**config.mk**
```make
export PLATFORM = sky130hd
export DESIGN_NAME = serial_adder_ctrl_flat
export DESIGN_NICKNAME = d
export VERILOG_FILES = /design/src/rtl/serial_adder_ctrl_pkg.sv /design/src/rtl/serial_adder_ctrl_if.sv /design/src/rtl/serial_adder_ctrl_full_adder_cell.sv /design/src/rtl/serial_adder_ctrl.sv /design/src/flat_wrapper.sv
export SDC_FILE = /design/constraint.sdc
export NUM_CORES = 1
export LEC_CHECK = 0
export BUFFER_PORTS_ARGS = -buffer_cell sky130_fd_sc_hd__buf_2
export CORE_MARGIN = 8
export CORE_UTILIZATION = 45
export DETAILED_ROUTE_END_ITERATION = 12
export PLACE_DENSITY = 0.66
export SLEW_MARGIN = 20
export SYNTH_ARGS = -nofsm -noshare
export SYNTH_HDL_FRONTEND = slang
export SYNTH_SLANG_ARGS = --single-unit
```
**constraint.sdc**
```tcl
create_clock -name clk -period 1.7 [get_ports clk]
set_input_delay 0.425 -clock clk [delete_from_list [all_inputs] [get_ports clk]]
set_output_delay 0.425 -clock clk [all_outputs]
set_load 0.05 [all_outputs]
```
**src/rtl/serial_adder_ctrl_pkg.sv**
```systemverilog
// Shared types and defaults for the bit-serial adder controller.
package serial_adder_ctrl_pkg;

  localparam int unsigned DEFAULT_WIDTH = 8;
  localparam int unsigned MIN_WIDTH     = 2;
  localparam int unsigned MAX_WIDTH     = 32;

  typedef enum logic [1:0] {
    ST_IDLE  = 2'd0,
    ST_SHIFT = 2'd1,
    ST_DONE  = 2'd2
  } state_e;

endpackage

```
**src/rtl/serial_adder_ctrl_if.sv**
```systemverilog
// Start/busy/done handshake and operand/result bus of the serial adder.
interface serial_adder_ctrl_if
  import serial_adder_ctrl_pkg::*;
#(
  parameter int unsigned WIDTH = DEFAULT_WIDTH
);

  logic             start;
  logic [WIDTH-1:0] a;
  logic [WIDTH-1:0] b;
  logic             cin;
  logic             busy;
  logic             done;
  logic [WIDTH-1:0] sum;
  logic             cout;

  modport master (
    output start, a, b, cin,
    input  busy, done, sum, cout
  );

  modport slave (
    input  start, a, b, cin,
    output busy, done, sum, cout
  );

endinterface

```
**src/rtl/serial_adder_ctrl_full_adder_cell.sv**
```systemverilog
// One-bit full adder built structurally from two half adders and an OR.
module half_adder (
  input  logic a_i,
  input  logic b_i,
  output logic sum_c_o,
  output logic carry_c_o
);

  assign sum_c_o   = a_i ^ b_i;
  assign carry_c_o = a_i & b_i;

endmodule

module full_adder_cell (
  input  logic a_i,
  input  logic b_i,
  input  logic c_i,
  output logic sum_c_o,
  output logic carry_c_o
);

  logic s0;
  logic c0;
  logic c1;

  half_adder u_ha0 (
    .a_i       (a_i),
    .b_i       (b_i),
    .sum_c_o   (s0),
    .carry_c_o (c0)
  );

  half_adder u_ha1 (
    .a_i       (s0),
    .b_i       (c_i),
    .sum_c_o   (sum_c_o),
    .carry_c_o (c1)
  );

  assign carry_c_o = c0 | c1;

endmodule

```
**src/rtl/serial_adder_ctrl.sv**
```systemverilog
// Bit-serial adder: one shared full-adder cell sequenced LSB first over WIDTH clocks,
// with registered sum/cout held until the next completion.
module serial_adder_ctrl
  import serial_adder_ctrl_pkg::*;
#(
  parameter int unsigned WIDTH = DEFAULT_WIDTH
) (
  input  logic              clk,
  input  logic              rst_n,
  serial_adder_ctrl_if.slave bus_if
);

  localparam int unsigned CNT_W = $clog2(WIDTH);

  state_e           state_q, state_d;
  logic [WIDTH-1:0] ra_q, ra_d;
  logic [WIDTH-1:0] rb_q, rb_d;
  logic [WIDTH-1:0] acc_q, acc_d;
  logic             carry_q, carry_d;
  logic [CNT_W-1:0] cnt_q, cnt_d;
  logic             busy_q, busy_d;
  logic             done_q, done_d;
  logic [WIDTH-1:0] sum_q, sum_d;
  logic             cout_q, cout_d;

  logic s_bit;
  logic c_bit;

  full_adder_cell u_cell (
    .a_i       (ra_q[0]),
    .b_i       (rb_q[0]),
    .c_i       (carry_q),
    .sum_c_o   (s_bit),
    .carry_c_o (c_bit)
  );

  always_ff @(posedge clk) begin
    if (!rst_n) begin
      state_q <= ST_IDLE;
      ra_q    <= '0;
      rb_q    <= '0;
      acc_q   <= '0;
      carry_q <= 1'b0;
      cnt_q   <= '0;
      busy_q  <= 1'b0;
      done_q  <= 1'b0;
      sum_q   <= '0;
      cout_q  <= 1'b0;
    end else begin
      state_q <= state_d;
      ra_q    <= ra_d;
      rb_q    <= rb_d;
      acc_q   <= acc_d;
      carry_q <= carry_d;
      cnt_q   <= cnt_d;
      busy_q  <= busy_d;
      done_q  <= done_d;
      sum_q   <= sum_d;
      cout_q  <= cout_d;
    end
  end

  // busy/done are computed from the next state so they are registered alongside it
  always_comb begin
    state_d = state_q;
    ra_d    = ra_q;
    rb_d    = rb_q;
    acc_d   = acc_q;
    carry_d = carry_q;
    cnt_d   = cnt_q;
    busy_d  = 1'b0;
    done_d  = 1'b0;
    sum_d   = sum_q;
    cout_d  = cout_q;

    unique case (state_q)
      ST_IDLE, ST_DONE: begin
        state_d = ST_IDLE;
        if (bus_if.start) begin
          ra_d    = bus_if.a;
          rb_d    = bus_if.b;
          carry_d = bus_if.cin;
          cnt_d   = '0;
          busy_d  = 1'b1;
          state_d = ST_SHIFT;
        end
      end
      ST_SHIFT: begin
        ra_d    = {1'b0, ra_q[WIDTH-1:1]};
        rb_d    = {1'b0, rb_q[WIDTH-1:1]};
        acc_d   = {s_bit, acc_q[WIDTH-1:1]};
        carry_d = c_bit;
        cnt_d   = cnt_q + CNT_W'(1);
        busy_d  = 1'b1;
        if (cnt_q == CNT_W'(WIDTH - 1)) begin
          sum_d   = {s_bit, acc_q[WIDTH-1:1]};
          cout_d  = c_bit;
          done_d  = 1'b1;
          busy_d  = 1'b0;
          state_d = ST_DONE;
        end
      end
      default: begin
        state_d = ST_IDLE;
      end
    endcase
  end

  assign bus_if.busy = busy_q;
  assign bus_if.done = done_q;
  assign bus_if.sum  = sum_q;
  assign bus_if.cout = cout_q;

endmodule

```
**src/flat_wrapper.sv**
```systemverilog
// flat-port wrapper written by rule: the top's interface ports become plain ports
module serial_adder_ctrl_flat import serial_adder_ctrl_pkg::*;
#(
  parameter int unsigned WIDTH = DEFAULT_WIDTH
)
  (clk, rst_n, bus_if_start, bus_if_a, bus_if_b, bus_if_cin, bus_if_busy, bus_if_done, bus_if_sum, bus_if_cout);
  serial_adder_ctrl_if #(.WIDTH(WIDTH)) bus_if_i ();
  input  logic clk;
  input  logic rst_n;
  input wire logic [$bits(bus_if_i.start)-1:0] bus_if_start;
  input wire logic [$bits(bus_if_i.a)-1:0] bus_if_a;
  input wire logic [$bits(bus_if_i.b)-1:0] bus_if_b;
  input wire logic [$bits(bus_if_i.cin)-1:0] bus_if_cin;
  output wire logic [$bits(bus_if_i.busy)-1:0] bus_if_busy;
  output wire logic [$bits(bus_if_i.done)-1:0] bus_if_done;
  output wire logic [$bits(bus_if_i.sum)-1:0] bus_if_sum;
  output wire logic [$bits(bus_if_i.cout)-1:0] bus_if_cout;
  assign bus_if_i.start = bus_if_start;
  assign bus_if_i.a = bus_if_a;
  assign bus_if_i.b = bus_if_b;
  assign bus_if_i.cin = bus_if_cin;
  assign bus_if_busy = bus_if_i.busy;
  assign bus_if_done = bus_if_i.done;
  assign bus_if_sum = bus_if_i.sum;
  assign bus_if_cout = bus_if_i.cout;
  serial_adder_ctrl #(.WIDTH(WIDTH)) u_core (.clk(clk), .rst_n(rst_n), .bus_if(bus_if_i));
endmodule
```
==> impl_metrics.ini, run 1 <==
[outcome]
outcome = complete, no violations

[route]
wirelength_met1_um = 1410
top_layer_used = met4
drc = 0
drt-vias-per-instance = 5.13
met2WireLength_um = 1480
dr.pass1.iters = 4
vias = 1365
wl_met3_um = 190
post_drt_wl_per_cell_um = 11.8
ant_nets = 0
wl_um = 3140
drtIter0Drc = 71

[critical_path]
critPathCaptureType = primary output
start_kind = register
crit_slowest_cell = dfxtp_1
timing.rr.end = u_core.bus_if.sum[4]
crit_path_cell_trace = buf_2
path_buf_inv = 1
max_stage_delay_ps = 350
reg2regPathDepth = 5
crit_fanout = 2
r2r_start = u_core.cnt_q[0]
ff2ff_setup_slack_ps = 370
path_class = register to primary output
crit_arrival_ps = 970
cp_data_required_time_ps = 1270
path_delay_family = flip-flops

[grt]
grt_max_degree = 41
antenna_found_initial = 0
grt_first_pass_wirelength_um = 5460
grt_usage = 0.122
grt_overflow = 0
grt_pass1_vias = 1343

[finish]
drive_gt1_frac = 0.195
area_growth_pct = 15.0
nFillCells = 358
final_common_cell = nand2_1
final_cells = 266
mostFrequentLayoutCells = 57 x nand2_1, 40 x dfxtp_1, 30 x buf_2
n_antenna_cell = 0
fin_nets = 242

[sta]
worst_slack_ps = 305
fmax_mhz = 717
drv_slew = 0
hold_viol_final = 0
setup_viol = 0
tightest_slew_ps = 528
period_share = 0.821
holdWs_ps = 310
finClkSkew_ps = 6.81
period_minus_slack_ps = 1390
tns_ps = 0
slew_headroom = 0.648
grt_setup_unrepaired = false

[synth]
syn-cell-area_sq_mm = 0.00161
synth.avg_cell_area_sq_um = 8.40
ys_ff_latch = 40
ys_seq_area_frac = 0.497
async_flop_share = 0
yosys_most_used_dff = dfxtp_1
synthesis.nets = 215
ys.warnings.count = 0
yosysUniqueCellTypes = 22
synth_edf_count = 0
netlist_instances = 192

[clock_network]
clkSinkCount = 40
clk_pin_slew_worst_paths_ps = 120
cts_root_buf = clkbuf_4
clk_path_buf_depth = 2
cts-hold-fix-buffers = 0
cts_setup_buffers = 0
numCtsBuffers = 5
cts_resized = 0
clk_latency_ps = 350
cts_tree = done
cts_max_level = 2

[place]
hpwl_um = 2190
preCtsSetupSlack_ps = 297
dp.cells = 258
portBuffers = 30
place.gp.congestion = 0.710

[hold_path]
holdPathEnd = u_core.rb_q[7]
hp-class = input pin to register
min_from = bus_if_b[7]
whs_path_depth = 3

[job]
max_cap_viol_count = 0

[floorplanning]
coreArea_sq_mm = 0.00339
die_area_sq_mm = 0.00576
fp.dieW_um = 75.9
rows = 21
die_y_um = 75.9
initial_core_util = 0.476
ioPinCount = 31

[pwr]
power_density_mw_per_mm2 = 978
totalPowerFinal_uw = 1810
peakVddDrop_v = 0.000430
p_leak_uw = 0.000748
## synth_stat cells, drive strengths merged (2+ instances only)
cell | instances | area [sq um]
o21ai | 16 | 80.1
buf | 11 | 68.8
a31oi | 15 | 93.8
ha | 2 | 25.0
clkbuf | 5 | 18.8
nand3 | 13 | 65.1
a21boi | 20 | 150
nand2b | 2 | 12.5
nand2 | 57 | 214
dfxtp | 40 | 801
and3 | 3 | 18.8
and2 | 2 | 12.5
## logic make-up (layout without fill, tap and decap cells)
group,after synthesis,after routing,synth area share
buf+inv,16,44,0.0543
simple gates,81,81,0.216
flops,40,40,0.497
compound gates,52,52,0.206
fa+ha+maj,3,3,0.0279
## worst register-to-register path: stages, from the launching register on
cell and delay (ps):
dfxtp_1 340, ha_1 200, ha_1 190, nand3b_1 280, nand2_1 90, a21boi_0 170
## layout make-up
cell class	count	area [sq um]	share of cell area
clock buffers	6	41.3	0.0223
multi-input cells	136	724	0.391
flip-flops and latches	40	801	0.432
repair buffers	36	195	0.105
well taps	46	57.6	0.0310
clock inverters	2	35.0	0.0189
## how the worst max path moves through the flow
stage | start | slack, ps | end | depth (start not counted)
global route | u_core.cnt_q[0] | 230 | u_core.bus_if.sum[4] | 5
detailed placement | bus_if_start | 300 | u_core.rb_q[7] | 5
floorplan | u_core.cnt_q[0] | 490 | u_core.bus_if.cout | 5
finish | u_core.bus_if.sum[6] | 310 | bus_if_sum[6] | 1
global placement | bus_if_start | 360 | u_core.rb_q[7] | 5
CTS | u_core.bus_if.sum[6] | 290 | bus_if_sum[6] | 1
## power breakdown
part / leakage (uW) / switching, uW / internal [uW]
registers: 0.000327 / 25.6 / 984
logic: 0.000379 / 113 / 78.8
clock network: 0.0000422 / 304 / 308
## metal layers
layer | global-route usage | vias to the layer above
li1 | - | 700
met1 | 0.137 | 630
met2 | 0.202 | 29
met3 | 0.0408 | 6
met4 | 0.0576 | 0
met5 | 0 | -
## registers in the layout (all words and copies together) (netlist names)
| name | count |
|---|---|
| u_core.bus_if.cout | 1 |
| u_core.acc_q | 7 |
| u_core.bus_if.sum | 8 |
| u_core.carry_q | 1 |
| u_core.bus_if.done | 1 |
| u_core.bus_if.busy | 1 |
| u_core.rb_q | 8 |
| u_core.state_q | 2 |
| u_core.ra_q | 8 |
| u_core.cnt_q | 3 |
## through the flow
step / area (sq um) / util
finish: 1850 / 0.547
global route: 1850 / 0.547
CTS: 1850 / 0.547
detailed placement: 1780 / 0.525
global placement: 1780 / 0.525
floorplan: 1610 / -
Note: power is estimated with default switching activity, not from simulation.
==> run 2, diff against run 1 <==
==> constraint.sdc (replaced) <==
create_clock -name clk -period 1.3 [get_ports clk]
set_input_delay 0.325 -clock clk [delete_from_list [all_inputs] [get_ports clk]]
set_output_delay 0.325 -clock clk [all_outputs]
set_load 0.05 [all_outputs]
==> impl_metrics.ini, run 2 (same netlist as run 1, synthesis figures left out) <==
[finish]
mostFrequentLayoutCells = 57 x nand2_1, 38 x dfxtp_1, 20 x buf_2
multi_input_area_sq_um = 733
n_antenna_cell = 0
area_growth_pct = 20.8
fin_nets = 248
drive_gt1_frac = 0.239
final_common_cell = nand2_1
seq_area_sq_um = 803
nFillCells = 330

[place]
portBuffers = 30
hpwl_um = 2380
place.gp.congestion = 0.756
preCtsSetupSlack_ps = -53.1

[floorplanning]
coreArea_sq_mm = 0.00339
initial_core_util = 0.476
rows = 21
fp.dieW_um = 75.9
die_area_sq_mm = 0.00576
die_y_um = 75.9
ioPinCount = 31

[clock_network]
clkSinkCount = 40
clk_pin_slew_worst_paths_ps = 120
numCtsBuffers = 5
clk_latency_ps = 340
cts_max_level = 2
cts_tree = done
clk_path_buf_depth = 2
cts-hold-fix-buffers = 0
cts_root_buf = clkbuf_4

[critical_path]
cp_data_required_time_ps = 980
ff2ff_setup_slack_ps = 60
reg2regPathDepth = 6
timing.rr.end = u_core.bus_if.sum[7]
r2r_start = u_core.cnt_q[0]
start_kind = register
crit_slowest_cell = dfxtp_1
crit_path_cell_trace = clkbuf_4
crit_arrival_ps = 910
path_delay_family = flip-flops
path_buf_inv = 1
max_stage_delay_ps = 340
crit_fanout = 2
path_class = register to primary output
critPathCaptureType = primary output

[sta]
hold_viol_final = 0
worst_slack_ps = 62.7
period_minus_slack_ps = 1240
slew_headroom = 0.718
drv_slew = 0
tightest_slew_ps = 423
finClkSkew_ps = 9.11
grt_setup_unrepaired = true
holdWs_ps = 215
setup_viol = 0
fmax_mhz = 808
period_share = 0.952

[pwr]
p_leak_uw = 0.000782
peakVddDrop_v = 0.000560
totalPowerFinal_uw = 2380
power_density_mw_per_mm2 = 1220

[route]
drc = 0
drtIter0Drc = 82
wirelength_met1_um = 1430
drt-vias-per-instance = 5.08
met2WireLength_um = 1620
dr.pass1.iters = 4
wl_met3_um = 177
post_drt_wl_per_cell_um = 12.0
wl_um = 3270
ant_nets = 0
vias = 1381
top_layer_used = met4

[grt]
grt_first_pass_wirelength_um = 5930
grt_pass1_vias = 1386
grt_overflow = 0
grt_usage = 0.132
grt_max_degree = 33
antenna_found_initial = 0

[hold_path]
holdPathEnd = u_core.ra_q[7]
whs_path_depth = 3
hp-class = input pin to register
min_from = bus_if_a[7]

[job]
max_cap_viol_count = 0

[outcome]
outcome = complete, no violations
## run 2: cell count changes in the layout (fill, tap and decap cells not counted), moves of 2 or more
cell	before	now
buf_4	6	17
buf_2	30	20
a21boi_0	15	8
a21boi_1	5	12
clkbuf_4	5	9
dfxtp_1	40	38
dfxtp_2	0	2
## run 2: report_power, final
part / total [uW] / internal, uW / switching, uW
combinational: 275 / 122 / 152
clock: 786 / 403 / 383
sequential: 1320 / 1290 / 35.5
total: 2380 / 1810 / 570
## run 2: final cells by class
| type | count | share of cell area |
|---|---|---|
| clock inverters | 2 | 0.0180 |
| repair buffers | 42 | 0.143 |
| well taps | 46 | 0.0295 |
| multi-input cells | 136 | 0.376 |
| flip-flops and latches | 40 | 0.412 |
| clock buffers | 6 | 0.0212 |
## run 2: what timing repair did
item,in CTS,in global routing
pin swaps,0,1
gates resized for setup,1,28
endpoints found under the setup margin,13,22
buffers inserted,2,0
## run 2: routing by layer
layer	GRT usage	vias up
li1	-	718
met1	0.138	631
met5	0	-
met4	0.0384	0
met3	0.0474	5
met2	0.239	27
## run 2: how the worst max path moves through the flow
stage,end,slack [ps],from,depth (start not counted)
2_1_floorplan,u_core.bus_if.cout,90,u_core.cnt_q[0],5
3_3_place_gp,u_core.bus_if.cout,30,u_core.cnt_q[0],5
3_5_place_dp,u_core.bus_if.sum[7],-50,u_core.state_q[0],3
4_1_cts,bus_if_sum[1],0.5,u_core.bus_if.sum[1],1
5_1_grt,u_core.bus_if.sum[1],-20,u_core.cnt_q[0],6
6_report,bus_if_sum[4],60,u_core.bus_if.sum[4],1
## run 2: worst min-delay path: stages
cell and delay, ps:
buf_2 100, nand2_1 50, a21boi_1 50
## run 2: metrics by stage
| step | cells | instance area (sq um) | TNS (ps) | util |
|---|---|---|---|---|
| global route | 272 | 1950 | -32.0 | 0.575 |
| finish | 272 | 1950 | 0 | 0.575 |
| floorplan | 192 | 1610 | 0 | - |
| detailed placement | 262 | 1820 | -250 | 0.537 |
| global placement | 262 | 1820 | 0 | 0.537 |
| CTS | 272 | 1910 | 0 | 0.564 |
